<file path="config.mk">
export PLATFORM = sky130hd
export DESIGN_NAME = mag_compare_seq
export DESIGN_NICKNAME = d
export VERILOG_FILES = /design/src/rtl/cmp_pkg.sv /design/src/rtl/digit_compare.sv /design/src/rtl/mag_compare_seq.sv
export SDC_FILE = /design/constraint.sdc
export NUM_CORES = 1
export LEC_CHECK = 0
export CAP_MARGIN = 20
export CELL_PAD_IN_SITES_DETAIL_PLACEMENT = 1
export CELL_PAD_IN_SITES_GLOBAL_PLACEMENT = 1
export CORE_MARGIN = 3
export CORE_UTILIZATION = 25
export CTS_CLUSTER_DIAMETER = 80
export CTS_CLUSTER_SIZE = 12
export DETAILED_ROUTE_END_ITERATION = 10
export GPL_ROUTABILITY_DRIVEN = 0
export PLACE_DENSITY = 0.69
export SLEW_MARGIN = 0
export SYNTH_ARGS = -nofsm -noshare
export SYNTH_HDL_FRONTEND = slang
export SYNTH_HIERARCHICAL = 1
export SYNTH_SLANG_ARGS = --single-unit
</file>
<file path="constraint.sdc">
create_clock -name clk -period 2.75 [get_ports clk]
set_clock_uncertainty 0.2 [all_clocks]
set_input_delay 0.55 -clock clk [delete_from_list [all_inputs] [get_ports clk]]
set_output_delay 0.55 -clock clk [all_outputs]
set_load 0.02 [all_outputs]
</file>
<file path="src/rtl/cmp_pkg.sv">
`default_nettype none
// ============================================================================
// Module      : cmp_pkg
// Description : Shared types and helpers for the digit-serial magnitude
//               comparator: FSM state enum, one-hot result encoding
//               {eq, gr, less}, and a WIDTH/DIGIT legality check.
// Revision    : 1.0 - initial release
// ============================================================================
package cmp_pkg;

    typedef enum logic [1:0] {
        IDLE = 2'd0,
        CMP  = 2'd1,
        DONE = 2'd2
    } state_e;

    // Result vector ordered {eq, gr, less}; all-zero only before the first
    // completed operation.
    typedef logic [2:0] res_t;

    localparam res_t RES_NONE = 3'b000;
    localparam res_t RES_EQ   = 3'b100;
    localparam res_t RES_GR   = 3'b010;
    localparam res_t RES_LT   = 3'b001;

    // Digit size must be 1..WIDTH and divide WIDTH evenly.
    function automatic bit width_ok(input int unsigned w, input int unsigned d);
        return (d >= 1) && (d <= w) && ((w % d) == 0);
    endfunction

endpackage : cmp_pkg
`default_nettype wire

</file>
<file path="src/rtl/digit_compare.sv">
`default_nettype none
// ============================================================================
// Module      : digit_compare
// Description : Combinational DIGIT-bit unsigned magnitude compare.
// Revision    : 1.0 - initial release
// Ports       : a_i, b_i  - DIGIT-bit operands
//               eq_o      - a_i == b_i
//               gr_o      - a_i >  b_i
//               less_o    - a_i <  b_i
// ============================================================================
module digit_compare #(
    parameter int unsigned DIGIT = 4
) (
    input  logic [DIGIT-1:0] a_i,
    input  logic [DIGIT-1:0] b_i,
    output logic             eq_o,
    output logic             gr_o,
    output logic             less_o
);

    assign eq_o   = (a_i == b_i);
    assign gr_o   = (a_i >  b_i);
    assign less_o = (a_i <  b_i);

endmodule : digit_compare
`default_nettype wire

</file>
<file path="src/rtl/mag_compare_seq.sv">
`default_nettype none
// ============================================================================
// Module      : mag_compare_seq
// Description : Digit-serial magnitude comparator. Captures two WIDTH-bit
//               operands on start and compares them MSB-first, DIGIT bits per
//               clock, stopping at the first differing digit. Signed or
//               unsigned ordering is selected per operation.
// Revision    : 1.0 - initial release
// Ports       : clk           - clock, rising edge
//               rst           - synchronous active-high reset
//               start_i       - request, accepted only in IDLE
//               signed_mode_i - 1 = two's complement, 0 = unsigned
//               a_i, b_i      - operands, sampled with start_i
//               busy_o        - compare in progress
//               done_o        - one-cycle completion pulse
//               eq_o/gr_o/less_o - registered result, held until next result
//               cycles_o      - digit compares used by the last operation
// ============================================================================
module mag_compare_seq
    import cmp_pkg::*;
#(
    parameter int unsigned WIDTH = 16,
    parameter int unsigned DIGIT = 4
) (
    input  logic                            clk,
    input  logic                            rst,
    input  logic                            start_i,
    input  logic                            signed_mode_i,
    input  logic [WIDTH-1:0]                a_i,
    input  logic [WIDTH-1:0]                b_i,
    output logic                            busy_o,
    output logic                            done_o,
    output logic                            eq_o,
    output logic                            gr_o,
    output logic                            less_o,
    output logic [$clog2(WIDTH/DIGIT):0]    cycles_o
);

    localparam int unsigned NDIG = WIDTH / DIGIT;
    localparam int unsigned CW   = $clog2(NDIG) + 1;

    localparam logic [CW-1:0] LAST_DIG = CW'(NDIG - 1);
    localparam logic [CW-1:0] NDIG_CW  = CW'(NDIG);

    generate
        if (!width_ok(WIDTH, DIGIT)) begin : g_bad_params
            $error("mag_compare_seq: WIDTH must be a non-zero multiple of DIGIT");
        end
    endgenerate

    state_e             state_q, state_d;
    logic [WIDTH-1:0]   sa_q, sa_d;
    logic [WIDTH-1:0]   sb_q, sb_d;
    logic [CW-1:0]      cnt_q, cnt_d;
    res_t               res_q, res_d;
    logic [CW-1:0]      cycles_q, cycles_d;

    logic               dig_eq;
    logic               dig_gr;
    logic               dig_less;

    // Only the top digit of the shift registers is ever compared.
    digit_compare #(
        .DIGIT (DIGIT)
    ) u_digit_compare (
        .a_i    (sa_q[WIDTH-1 -: DIGIT]),
        .b_i    (sb_q[WIDTH-1 -: DIGIT]),
        .eq_o   (dig_eq),
        .gr_o   (dig_gr),
        .less_o (dig_less)
    );

    always_ff @(posedge clk) begin
        if (rst) begin
            state_q  <= IDLE;
            sa_q     <= '0;
            sb_q     <= '0;
            cnt_q    <= '0;
            res_q    <= RES_NONE;
            cycles_q <= '0;
        end else begin
            state_q  <= state_d;
            sa_q     <= sa_d;
            sb_q     <= sb_d;
            cnt_q    <= cnt_d;
            res_q    <= res_d;
            cycles_q <= cycles_d;
        end
    end

    always_comb begin
        state_d  = state_q;
        sa_d     = sa_q;
        sb_d     = sb_q;
        cnt_d    = cnt_q;
        res_d    = res_q;
        cycles_d = cycles_q;

        case (state_q)
            IDLE: begin
                if (start_i) begin
                    sa_d = a_i;
                    sb_d = b_i;
                    // Flipping both sign bits maps two's-complement order
                    // onto plain unsigned order.
                    if (signed_mode_i) begin
                        sa_d[WIDTH-1] = ~a_i[WIDTH-1];
                        sb_d[WIDTH-1] = ~b_i[WIDTH-1];
                    end
                    cnt_d   = '0;
                    state_d = CMP;
                end
            end

            CMP: begin
                if (!dig_eq) begin
                    res_d    = dig_gr ? RES_GR : RES_LT;
                    cycles_d = cnt_q + CW'(1);
                    state_d  = DONE;
                end else if (cnt_q == LAST_DIG) begin
                    res_d    = RES_EQ;
                    cycles_d = NDIG_CW;
                    state_d  = DONE;
                end else begin
                    sa_d  = sa_q << DIGIT;
                    sb_d  = sb_q << DIGIT;
                    cnt_d = cnt_q + CW'(1);
                end
            end

            DONE: begin
                state_d = IDLE;
            end

            default: begin
                state_d = IDLE;
            end
        endcase
    end

    assign busy_o   = (state_q == CMP);
    assign done_o   = (state_q == DONE);
    assign eq_o     = res_q[2];
    assign gr_o     = res_q[1];
    assign less_o   = res_q[0];
    assign cycles_o = cycles_q;

endmodule : mag_compare_seq
`default_nettype wire

</file>
==> flow_metrics.py <==
metrics = {
    "status": {
        "outcome": "completed",
    },
    "layout": {
        "fillers": 897,
        "antenna_cells": 0,
        "drive_above_1_share_pct": 7.89,
        "final_cells": 378,
        "final_cell_mix": "nand2_1, dfxtp_1, clkdlybuf4s50_1",
        "num-nets-final": 321,
        "synthToLayoutAreaGrowth_pct": 32.6,
        "layout_commonest_cell": "nand2_1",
    },
    "clock_network": {
        "cts_max_level": 2,
        "post_cts_resized": 0,
        "clkSlewWorstSetupHoldPaths_ps": 80,
        "clkLatencyLatePin_ps": 290,
        "cts_tree": "done",
        "clock-sinks": 43,
        "cts.hold.buffers_added": 0,
        "cts_setup_buffers": 0,
        "clk_path_buf_depth": 2,
        "cts_buffers": 5,
        "root_buffer": "clkbuf_8",
    },
    "die": {
        "io_pins": 44,
        "die_width_um": 95.1,
        "rows": 31,
        "initial_core_util_pct": 26.5,
        "design.die.area_um2": 9050,
        "core_area_um2": 7490,
        "die_h_um": 95.1,
    },
    "timing": {
        "setup-violations-final": 0,
        "drv_slew": 0,
        "rsz0062_at_grt": "no",
        "tns_ps": 0,
        "clock.fmax_mhz": 426,
        "fin_crit_ps": 2350,
        "period_share_pct": 85.4,
        "hold_viol_final": 0,
        "slew-limit-headroom_pct": 57.2,
        "tightest_slew_ps": 640,
    },
    "worst_hold_path": {
        "hold_depth": 2,
        "hold_class": "reg -> reg",
    },
    "pwr": {
        "ir_drop_uv": 190,
        "p_leak_nw": 0.946,
        "power_density_nw_per_um2": 657,
    },
    "drt": {
        "ant_nets": 0,
        "vias": 1832,
        "routed_via_density": 4.85,
        "drt_iter0_drc": 62,
        "dr.pass1.iters": 4,
        "wl_per_cell_um": 14.5,
        "finalWirelength_um": 5460,
        "drc_errors": 0,
    },
    "global_route": {
        "grt_antenna_before_repair": 0,
        "use_met2_pct": 22.6,
        "grt_busiest_layer": "met2",
        "grt_overflow_total": 0,
        "met3_usage_pct": 3.31,
        "grt_usage_pct": 13.1,
        "met1_usage_pct": 16.1,
        "grt_pass1_wl_um": 9280,
        "grt_start_max_net_pins": 32,
        "grt_pass1_vias": 2004,
    },
    "yosys": {
        "syn-cell-area_um2": 1990,
        "syn-num-nets": 281,
        "ys_warn_count": 6,
        "syn_avg_cell_area_um2": 8.31,
        "syn-instance-count": 239,
    },
    "setup_path": {
        "r2r_start": "sb_q[15]",
        "timing.rr.end": "sa_q[7]",
        "crit_start": "sb_q[15]",
        "critPathMaxFanout": 23,
        "cp-endpoint": "sa_q[7]",
        "cp.required_ps": 2750,
        "crit_type": "reg -> reg",
        "reg2reg_slack_ps": 400,
        "crit_arrival_ps": 2350,
        "r2r_cells": 8,
        "critPathCaptureType": "register",
        "worstSetupStartpointType": "register",
    },
    "place": {
        "dp_cells": 371,
        "io_buffers": 43,
        "post-dp-hpwl_um": 3790,
    },
    "flow_run": {
        "drv_cap": 0,
    },
}
==> per-stage QoR <==
step / hold slack [ps] / setup WS [ps] / power (mW) / utilization [%] / cell area, µm²
2_1_floorplan: 244 / 751 / 1.10 / - / 1990
3_3_place_gp: 251 / 474 / 1.27 / 33.8 / 2530
3_5_place_dp: 258 / 423 / 1.28 / 33.8 / 2530
4_1_cts: 269 / 390 / 1.76 / 35.2 / 2630
5_1_grt: 300 / 161 / 1.84 / 35.2 / 2630
6_report: 267 / 400 / 1.73 / 35.2 / 2630
==> registers in the layout, indices dropped and copies added (netlist names) <==
register  cells
sb_q         16
cnt_q         3
sa_q         16
state_q       2
cycles_o      3
res_q         3
==> layout make-up <==
| cell class | instances | area [µm²] | share of cell area [%] |
|---|---|---|---|
| Clock buffer | 6 | 72.6 | 2.76 |
| Clock inverter | 1 | 30.0 | 1.14 |
| Inverter | 6 | 22.5 | 0.856 |
| Multi-Input combinational cell | 170 | 1020 | 38.6 |
| Sequential cell | 43 | 861 | 32.7 |
| Tap cell | 99 | 124 | 4.71 |
| Timing Repair Buffer | 53 | 505 | 19.2 |
==> worst max-delay path, cell delays in order (launching register included) <==
cell and delay, ps:
dfxtp_1 340, inv_1 50, ha_1 290, nand2_1 70, nor2_1 410, and4bb_2 300, buf_4 270, nor3_1 70
a311oi_1 260
==> power by group <==
part	switching (mW)	internal [mW]	leakage [nW]
clock	0.209	0.266	0.0513
sequential	0.0469	0.704	0.354
combinational	0.275	0.229	0.540
total	0.531	1.20	0.946
==> worst min-delay path by stage <==
| stage | start | endpoint | slack, ps |
|---|---|---|---|
| floorplan | cnt_q[2] | cnt_q[2] | 240 |
| detailed placement | sa_q[0] | sa_q[0] | 260 |
| global placement | sb_q[0] | sb_q[0] | 250 |
| finish | sa_q[3] | sa_q[3] | 270 |
| global route | sa_q[0] | sa_q[0] | 300 |
| CTS | sa_q[0] | sa_q[0] | 270 |
==> per-layer routing <==
layer / vias to the layer above / part of all wire [%]
li1: 928 / -
met1: 873 / 47
met2: 26 / 48
met3: 5 / 4.0
met4: 0 / 0.81
met5: - / 0
Power figures use the tool's default switching activity.
